===== src/rtl/itch_pkg.sv =====
// -----------------------------------------------------------------------------
// itch_pkg
// Constants and types shared by the ITCH message encoders and payload
// decoders. Byte offsets are counted from the message type byte (offset 0),
// not from the optional length prefix.
// -----------------------------------------------------------------------------
package itch_pkg;

    // Cancel Order ('X') message layout
    localparam logic [7:0] MSG_TYPE_CANCEL   = 8'h58;
    localparam int         CANCEL_MSG_LEN    = 13;
    localparam int         CANCEL_REF_OFS    = 1;
    localparam int         CANCEL_SHARES_OFS = 9;

    // Optional 16-bit big-endian length that precedes a message on the wire
    localparam int         LEN_PREFIX_BYTES  = 2;

    // Byte serializer control states
    typedef enum logic {
        SER_IDLE = 1'b0,
        SER_SEND = 1'b1
    } ser_state_e;

    // Total number of bytes on the wire for one Cancel Order message
    function automatic int cancel_wire_len(input bit with_prefix);
        return CANCEL_MSG_LEN + (with_prefix ? LEN_PREFIX_BYTES : 0);
    endfunction

endpackage


===== src/rtl/cancel_order_encoder_if.sv =====
// -----------------------------------------------------------------------------
// cancel_order_encoder_if
// Field-set input handshake plus byte-stream output handshake of the Cancel
// Order encoder.
//   in_valid / in_ready        : field set offered / accepted
//   in_order_ref[63:0]         : order reference number
//   in_cancel_shares[31:0]     : shares cancelled
//   out_valid / out_ready      : byte offered / accepted
//   out_data[7:0]              : current message byte
//   out_sof / out_eof          : first / last byte of a message
// The encoder uses the slave modport; the field source and byte sink side
// uses the master modport.
// -----------------------------------------------------------------------------
interface cancel_order_encoder_if;

    logic        in_valid;
    logic        in_ready;
    logic [63:0] in_order_ref;
    logic [31:0] in_cancel_shares;

    logic        out_valid;
    logic        out_ready;
    logic [7:0]  out_data;
    logic        out_sof;
    logic        out_eof;

    modport slave (
        input  in_valid,
        input  in_order_ref,
        input  in_cancel_shares,
        input  out_ready,
        output in_ready,
        output out_valid,
        output out_data,
        output out_sof,
        output out_eof
    );

    modport master (
        output in_valid,
        output in_order_ref,
        output in_cancel_shares,
        output out_ready,
        input  in_ready,
        input  out_valid,
        input  out_data,
        input  out_sof,
        input  out_eof
    );

endinterface


===== src/rtl/itch_byte_serializer.sv =====
// -----------------------------------------------------------------------------
// itch_byte_serializer
// Generic N-byte message serializer. A whole message is loaded as one wide
// word (byte 0 in the most significant position) and then streamed out one
// byte per valid/ready transfer with start/end-of-message flags. A new word
// can be loaded on the same cycle the last byte transfers, so consecutive
// messages stream with no idle cycle between them.
// Ports:
//   clk, rst_n              : clock, asynchronous active-low reset
//   load_valid / load_ready : word offered / accepted
//   load_data[NBYTES*8-1:0] : message word, byte 0 in bits [NBYTES*8-1 -: 8]
//   out_valid / out_ready   : byte offered / accepted
//   out_data[7:0]           : byte at the current index
//   out_sof / out_eof       : index is first / last byte
//   busy                    : a message is loaded and not fully sent
// -----------------------------------------------------------------------------
module itch_byte_serializer
    import itch_pkg::*;
#(
    parameter int NBYTES = 13
) (
    input  logic                  clk,
    input  logic                  rst_n,
    input  logic                  load_valid,
    output logic                  load_ready,
    input  logic [NBYTES*8-1:0]   load_data,
    output logic                  out_valid,
    input  logic                  out_ready,
    output logic [7:0]            out_data,
    output logic                  out_sof,
    output logic                  out_eof,
    output logic                  busy
);

    localparam int                IDX_W    = (NBYTES > 1) ? $clog2(NBYTES) : 1;
    localparam logic [IDX_W-1:0]  LAST_IDX = IDX_W'(NBYTES - 1);

    ser_state_e           state_q, state_d;
    logic [IDX_W-1:0]     idx_q, idx_d;
    logic [NBYTES*8-1:0]  word_q;
    logic                 load;
    logic                 xfer;
    logic                 at_last;

    assign at_last = (idx_q == LAST_IDX);

    // State, index and message word registers
    always_ff @(posedge clk or negedge rst_n) begin
        if (!rst_n) begin
            state_q <= SER_IDLE;
            idx_q   <= '0;
            word_q  <= '0;
        end else begin
            state_q <= state_d;
            idx_q   <= idx_d;
            if (load) begin
                word_q <= load_data;
            end
        end
    end

    // Next-state, index advance and handshake decode
    always_comb begin
        state_d    = state_q;
        idx_d      = idx_q;
        load_ready = 1'b0;
        xfer       = 1'b0;

        case (state_q)
            SER_IDLE: begin
                // Held low while reset is asserted so nothing is accepted
                load_ready = rst_n;
            end
            SER_SEND: begin
                xfer       = out_ready;
                // A new word may replace the message as its last byte leaves
                load_ready = rst_n && out_ready && at_last;
            end
            default: begin
                state_d = SER_IDLE;
            end
        endcase

        load = load_valid && load_ready;

        if (xfer) begin
            if (at_last) begin
                state_d = SER_IDLE;
            end else begin
                idx_d = idx_q + 1'b1;
            end
        end

        if (load) begin
            state_d = SER_SEND;
            idx_d   = '0;
        end
    end

    // Byte select: byte i of the message sits at word bits [(NBYTES-1-i)*8 +: 8]
    always_comb begin
        out_data = 8'h00;
        for (int i = 0; i < NBYTES; i++) begin
            if (idx_q == IDX_W'(i)) begin
                out_data = word_q[(NBYTES-1-i)*8 +: 8];
            end
        end
    end

    assign out_valid = (state_q == SER_SEND);
    assign out_sof   = out_valid && (idx_q == '0);
    assign out_eof   = out_valid && at_last;
    assign busy      = out_valid;

endmodule


===== src/rtl/cancel_order_encoder.sv =====
// -----------------------------------------------------------------------------
// cancel_order_encoder
// Builds ITCH Cancel Order ('X') messages from an order reference and a
// share count and streams them out one byte per handshake:
//   [0x00 0x0D]  type  ref[63:56] .. ref[7:0]  shares[31:24] .. shares[7:0]
// The bracketed 2-byte big-endian length is emitted only when
// EMIT_LEN_PREFIX is set. Field values are passed through unmodified.
// Ports:
//   clk, rst_n     : clock, asynchronous active-low reset
//   bus            : field-set input and byte-stream output (slave side)
//   busy           : a message is loaded and not fully sent
//   msg_count[31:0]: number of messages whose last byte has transferred
//                    (wraps at 2^32)
// -----------------------------------------------------------------------------
module cancel_order_encoder
    import itch_pkg::*;
#(
    parameter bit         EMIT_LEN_PREFIX = 1'b0,
    parameter logic [7:0] MSG_TYPE        = MSG_TYPE_CANCEL
) (
    input  logic                    clk,
    input  logic                    rst_n,
    cancel_order_encoder_if.slave   bus,
    output logic                    busy,
    output logic [31:0]             msg_count
);

    localparam int          PFX       = EMIT_LEN_PREFIX ? LEN_PREFIX_BYTES : 0;
    localparam int          NBYTES    = cancel_wire_len(EMIT_LEN_PREFIX);
    localparam logic [15:0] LEN_FIELD = 16'(CANCEL_MSG_LEN);

    logic [7:0]           frame [NBYTES];
    logic [NBYTES*8-1:0]  frame_word;
    logic [31:0]          msg_count_q;

    // Field packing: message offsets are shifted by the prefix length
    always_comb begin
        for (int i = 0; i < NBYTES; i++) begin
            frame[i] = 8'h00;
        end
        frame_word = '0;

        if (EMIT_LEN_PREFIX) begin
            frame[0] = LEN_FIELD[15:8];
            frame[1] = LEN_FIELD[7:0];
        end

        frame[PFX] = MSG_TYPE;

        for (int i = 0; i < 8; i++) begin
            frame[PFX + CANCEL_REF_OFS + i] = bus.in_order_ref[63 - 8*i -: 8];
        end

        for (int i = 0; i < 4; i++) begin
            frame[PFX + CANCEL_SHARES_OFS + i] = bus.in_cancel_shares[31 - 8*i -: 8];
        end

        for (int i = 0; i < NBYTES; i++) begin
            frame_word[(NBYTES-1-i)*8 +: 8] = frame[i];
        end
    end

    // Serializer owns field capture, byte index, and all stream flags
    itch_byte_serializer #(
        .NBYTES (NBYTES)
    ) u_serializer (
        .clk        (clk),
        .rst_n      (rst_n),
        .load_valid (bus.in_valid),
        .load_ready (bus.in_ready),
        .load_data  (frame_word),
        .out_valid  (bus.out_valid),
        .out_ready  (bus.out_ready),
        .out_data   (bus.out_data),
        .out_sof    (bus.out_sof),
        .out_eof    (bus.out_eof),
        .busy       (busy)
    );

    // Completed-message counter; an abandoned message never reaches eof
    always_ff @(posedge clk or negedge rst_n) begin
        if (!rst_n) begin
            msg_count_q <= '0;
        end else if (bus.out_valid && bus.out_ready && bus.out_eof) begin
            msg_count_q <= msg_count_q + 32'd1;
        end
    end

    assign msg_count = msg_count_q;

endmodule


===== src/flat_wrapper.sv =====
// flat-port wrapper written by rule: the top's interface ports become plain ports
module cancel_order_encoder_flat import itch_pkg::*;
#(
    parameter bit         EMIT_LEN_PREFIX = 1'b0,
    parameter logic [7:0] MSG_TYPE        = MSG_TYPE_CANCEL
)
  (clk, rst_n, busy, msg_count, bus_in_valid, bus_in_order_ref, bus_in_cancel_shares, bus_out_ready, bus_in_ready, bus_out_valid, bus_out_data, bus_out_sof, bus_out_eof);
  cancel_order_encoder_if bus_i ();
  input  logic clk;
  input  logic rst_n;
  output logic busy;
  output logic [31:0] msg_count;
  input wire logic [$bits(bus_i.in_valid)-1:0] bus_in_valid;
  input wire logic [$bits(bus_i.in_order_ref)-1:0] bus_in_order_ref;
  input wire logic [$bits(bus_i.in_cancel_shares)-1:0] bus_in_cancel_shares;
  input wire logic [$bits(bus_i.out_ready)-1:0] bus_out_ready;
  output wire logic [$bits(bus_i.in_ready)-1:0] bus_in_ready;
  output wire logic [$bits(bus_i.out_valid)-1:0] bus_out_valid;
  output wire logic [$bits(bus_i.out_data)-1:0] bus_out_data;
  output wire logic [$bits(bus_i.out_sof)-1:0] bus_out_sof;
  output wire logic [$bits(bus_i.out_eof)-1:0] bus_out_eof;
  assign bus_i.in_valid = bus_in_valid;
  assign bus_i.in_order_ref = bus_in_order_ref;
  assign bus_i.in_cancel_shares = bus_in_cancel_shares;
  assign bus_i.out_ready = bus_out_ready;
  assign bus_in_ready = bus_i.in_ready;
  assign bus_out_valid = bus_i.out_valid;
  assign bus_out_data = bus_i.out_data;
  assign bus_out_sof = bus_i.out_sof;
  assign bus_out_eof = bus_i.out_eof;
  cancel_order_encoder #(.EMIT_LEN_PREFIX(EMIT_LEN_PREFIX), .MSG_TYPE(MSG_TYPE)) u_core (.clk(clk), .rst_n(rst_n), .bus(bus_i), .busy(busy), .msg_count(msg_count));
endmodule

===== config.mk =====
export PLATFORM = sky130hd
export DESIGN_NAME = cancel_order_encoder_flat
export DESIGN_NICKNAME = d
export VERILOG_FILES = /design/src/rtl/itch_pkg.sv /design/src/rtl/cancel_order_encoder_if.sv /design/src/rtl/itch_byte_serializer.sv /design/src/rtl/cancel_order_encoder.sv /design/src/flat_wrapper.sv
export SDC_FILE = /design/constraint.sdc
export NUM_CORES = 1
export LEC_CHECK = 0
export BUFFER_PORTS_ARGS = -buffer_cell sky130_fd_sc_hd__buf_4
export CORE_ASPECT_RATIO = 2
export CORE_MARGIN = 3
export CORE_UTILIZATION = 54
export CTS_CLUSTER_SIZE = 24
export DETAILED_ROUTE_END_ITERATION = 16
export GPL_TIMING_DRIVEN = 0
export HOLD_SLACK_MARGIN = 0.15
export PLACE_DENSITY = 0.8
export SYNTH_ARGS = -nofsm -noshare
export SYNTH_HDL_FRONTEND = slang
export SYNTH_SLANG_ARGS = --single-unit

===== constraint.sdc =====
create_clock -name clk -period 3.2 [get_ports clk]
set_input_delay 0.64 -clock clk [delete_from_list [all_inputs] [get_ports clk]]
set_output_delay 0.64 -clock clk [all_outputs]
set_load 0.005 [all_outputs]

# After elaboration in Yosys (flattened, before gate mapping)
# Index checks and enable logic that the tools add are counted.
totals:
  wordCells: 53
  out_inout_bits: 45
  input_bits: 100
  ff_bits: 134
classes:
  reduce_logical: 12
  bitwise: 1
  eq_ne: 13
  n_addsub: 2
  n_mux: 21
ops:
  columns: ["cell", "n"]
  rows:
  - ["$mux 8", 12]
  - ["$add 32x1->32 const B", 1]
  - ["$eq 4x4->1 const B", 5]
  - ["$eq 4x3->1 const B", 4]
  - ["$mux 4", 3]
  - ["$eq 4x2->1 const B", 2]
  - ["$logic_and 1x1->1", 7]
  - ["$mux 7", 1]
  - ["$add 4x1->4 const B", 1]
  - ["$eq 4x1->1 const B", 1]
  - ["$logic_not 4->1", 1]
  - ["$mux 1", 4]
  - ["$reduce_and 2->1", 2]
  - ["$reduce_bool 2->1", 2]
  - ["$ne 2x2->1 const B", 1]
  - ["$pmux 1 s2", 1]
  - ["$not 1->1", 1]

# Logic depth before layout (Yosys ltp)
logic_depth:
  ltp_word: 14
  depth_mapped: 10
  ltp_nobuf: 7

# Modules after synthesis
# Synthesis repeated with hierarchy kept, for this count alone.
unflattened:
  cells_unflattened: 548
  area_unflattened_um2: 6837.8
modules_own_cells:
  columns: ["mod", "cells_per_inst", "instances", "seq_area_each_um2", "area_each_um2"]
  rows:
  - ["itch_byte_serializer", 406, 1, 2727.6, 5265.0]
  - ["cancel_order_encoder", 142, 1, 800.8, 1572.8]

# Worst setup path after synthesis
# No wires, ideal clock.
synth_path:
  path_kind: "register to output"
  start: "register u_core.u_serializer.idx_q[0]"
  end: "output port bus_out_data[3]"
  n_path_buf: 2
  t_required_ns: 2.560
  setup_slack_ns: 0.660
  stages_incl_launch_ff: 10
  arrival_time_ns: 1.900
  path_cell_list: "dfrtp_1 -> inv_1 -> ha_1 -> buf_6 -> and2b_1 -> buf_2 -> a22oi_1 -> o22ai_1 -> and3_1 -> a2111o_1"
synth_between:
  elab_chain_len: 14
  elab_cells_between_ends: 26
  cone_classes: "12 x eq/ne; 13 x mux; 1 x reduce/logical"
synth_rtl:
  columns: ["item", "line", "text"]
  rows:
  - ["start, declared", "itch_byte_serializer.sv:39", "logic [IDX_W-1:0] idx_q, idx_d;"]
  - ["start signal, assigned", "itch_byte_serializer.sv:55", "idx_q <= idx_d;"]
  - ["$logic_not 4->1", "itch_byte_serializer.sv:104", "if (idx_q == IDX_W'(i)) begin"]
  - ["$mux 7", "itch_byte_serializer.sv:104", null]
  - ["$mux 8 (11 in a row)", "itch_byte_serializer.sv:104", null]
  - ["$mux 8 *", "itch_byte_serializer.sv:104", null]
  - ["end, declared", "flat_wrapper.sv:19", "output wire logic [$bits(bus_i.out_data)-1:0] bus_out_data;"]
# Mark *: on every way between the ends. The rest lies on a longest branch, timed or not.

# Worst setup path in the final report
layout_path:
  start: "register u_core.u_serializer.idx_q[1]"
  end: "output port bus_out_data[4]"
# The elaborated chain is that of the path after synthesis.

==> metrics.csv <==
metric;value;unit
area_growth;37.28;%
fin_nets;819;
synth_top_area_share;0.5243;
postLayoutCellArea;8781;um^2
cp.arrival;2640;ps
grt_pass1_wl;29680;um
drv_cap;0;
critPathRequiredTime;2560;ps
antenna_found_initial;0;
grt_setup_unrepaired;yes;
start_kind;flop;
worstSkewPairLatency;430;ps
drt_iter0_drc;355;
synth-main-ff-cell;dfrtp_1;
end_kind;output pin;
drive_gt1_frac;0.4780;
hold_viol;0;
dieArea;13270;um^2
ant_nets;0;
setup_slack;-84.69;ps
root_buffer;clkbuf_16;
synth_area_leaders;dfrtp_1, mux2_2, xnor2_1;
multi_input_area;3032;um^2
netlist_instances;540;
hold_path_class;input pin to async pin;
r2r-start;u_core.u_serializer.idx_q[1];
synth_cell_types;51;
setup_tns;-145.5;ps
num_antenna_cells;0;
setup_violations;5;
port_buffers;144;
power.density;982.5;nW/um^2
rows;55;
grt_max_degree;83;
total_leakage_power;3.996;nW
drc;0;
synth_nets;645;
vias;5301;
finClkSkew;5.453;ps
hpwl;13640;um
irDropWorstVdd;617.1;uV
synth-seq-cells;134;
routedWlPerCell;22.46;um
slew_violations;0;
seq_area;3353;um^2
fp.dieH;159.9;um
overflow;0;
synth.cell_area;6396;um^2
avgSynthCellArea;11.84;um^2
via_per_inst;6.107;
cts_tree;yes;
firstDrtPassIters;5;
cts.reportedPaths.clkPinSlew;60;ps
period_minus_slack;3285;ps
worst_slew_pin_slew;778.3;ps
htree_levels;4;
yosysWarningCount;0;
setup.worst_path.start;u_core.u_serializer.idx_q[1];
cts_sinks;134;
drt_wl_total;19490;um
slew_headroom;0.4763;
fin_crit_sh;1.026;
synthTopCellsByCount;dfrtp_1, mux2_2, nand2_1;
grt_pass1_vias;5699;
yosysMostFrequentCell;dfrtp_1;
start_util;0.5599;
gp_congestion;0.9426;
max_freq;304.4;MHz
placed_area;7686;um^2
die_x;82.96;um
cts_buffers;17;
ios;145;
path_class;flop to output pin;
fillers;725;
synth_edf_count;0;
cp_max_fo;5;
core-area;11420;um^2
synth_top_area_cell;dfrtp_1;
synth-seq-area-share;0.5243;
violations;setup timing;
status;finished with violations;
clock_path_buffers;2;
ys_async_sr_fraction;1.000;
gr-usage-all-layers;0.2898;
## metrics by stage
stage / worst slack (ps) / hold slack (ps) / power [mW] / utilization / instances
finish: -84.69 / 168.8 / 8.627 / 0.7687 / 868
CTS: -33.94 / 193.7 / 8.217 / 0.7554 / 866
detailed placement: -85.74 / 483.0 / 5.503 / 0.6728 / 827
global placement: -176.4 / 464.6 / 5.379 / 0.6701 / 826
floorplan: 659.8 / 344.4 / 4.400 / - / 540
global route: -128.7 / 205.2 / 8.953 / 0.7687 / 868
## report_power, final
| part | internal [mW] | switching (mW) |
|---|---|---|
| clock | 1.52 | 0.757 |
| combinational | 1.80 | 1.70 |
| sequential | 2.35 | 0.489 |
| total | 5.68 | 2.95 |
## path summary, 6_finish.rpt
kind	end	slack, ps	cells after the start
worst max-delay path	bus_out_data[4]	-80	9
worst min-delay path	u_core.msg_count[15]	170	1
worst max register to register	u_core.u_serializer.word_q[69]	660	10
worst min register to register	u_core.msg_count[31]	480	1
max in group asynchronous	u_core.u_serializer.word_q[21]	2250	2
min in group clk	u_core.u_serializer.busy	430	3
## flip-flops by register name, summed over array words and instances, names as in the netlist
register                    count
u_core.msg_count               32
u_core.u_serializer.busy        1
u_core.u_serializer.idx_q       4
u_core.u_serializer.word_q     97
## cell families after synthesis
family,Yosys count,share of synthesized area
buf+inv,43,0.03795
flops,134,0.5243
compound gates,90,0.1002
mux,94,0.1655
xor+xnor,34,0.04773
fa+ha+maj,5,0.009781
simple gates,140,0.1146
## layout make-up
cell class	instances	share of cell area
sequential	134	0.3819
clock buffer	20	0.05315
inverter	8	0.003420
buffer	32	0.02807
tap	142	0.02023
multi-input combinational	363	0.3453
timing repair buffer	158	0.1431
clock inverter	11	0.02494
## worst max-delay path, stage by stage (launching register included)
cell	delay, ps
dfrtp_1	420
inv_2	130
ha_4	150
and2b_4	220
buf_4	150
a221oi_4	260
o22ai_2	170
and3_4	220
a2111o_1	360
buf_4	150
## layer usage
metal | GRT usage | share of wire
met4 | 0.2046 | 0.072
met5 | 0 | 0
met3 | 0.05834 | 0.057
met1 | 0.2902 | 0.33
met2 | 0.5230 | 0.54
## cell usage in the layout (no fill, tap or decap), drive strengths merged, types with 5 or more instances in the layout
cell type / n
dfrtp: 134
a221o: 5
nor2: 29
o22ai: 6
and2: 5
nor2b: 5
a221oi: 11
o21ai: 18
nand4: 7
nand2: 35
clkbuf: 31
xor2: 15
nor4: 8
and3: 13
a21oi: 16
inv: 10
nand3: 14
buf: 179
nor3: 7
xnor2: 19
bufinv: 6
ha: 5
mux2: 94
## timing repair
item                                    in CTS  in global routing
endpoints found under the setup margin       8                  8
cloned                                       1                  0
hold buffers                                 0                  0
setup buffers                                8                  4
endpoints found under the hold margin        0                  0
resized for setup                           42                 35
pin swaps                                    9                 11
Note: power is estimated with default switching activity, not from simulation.
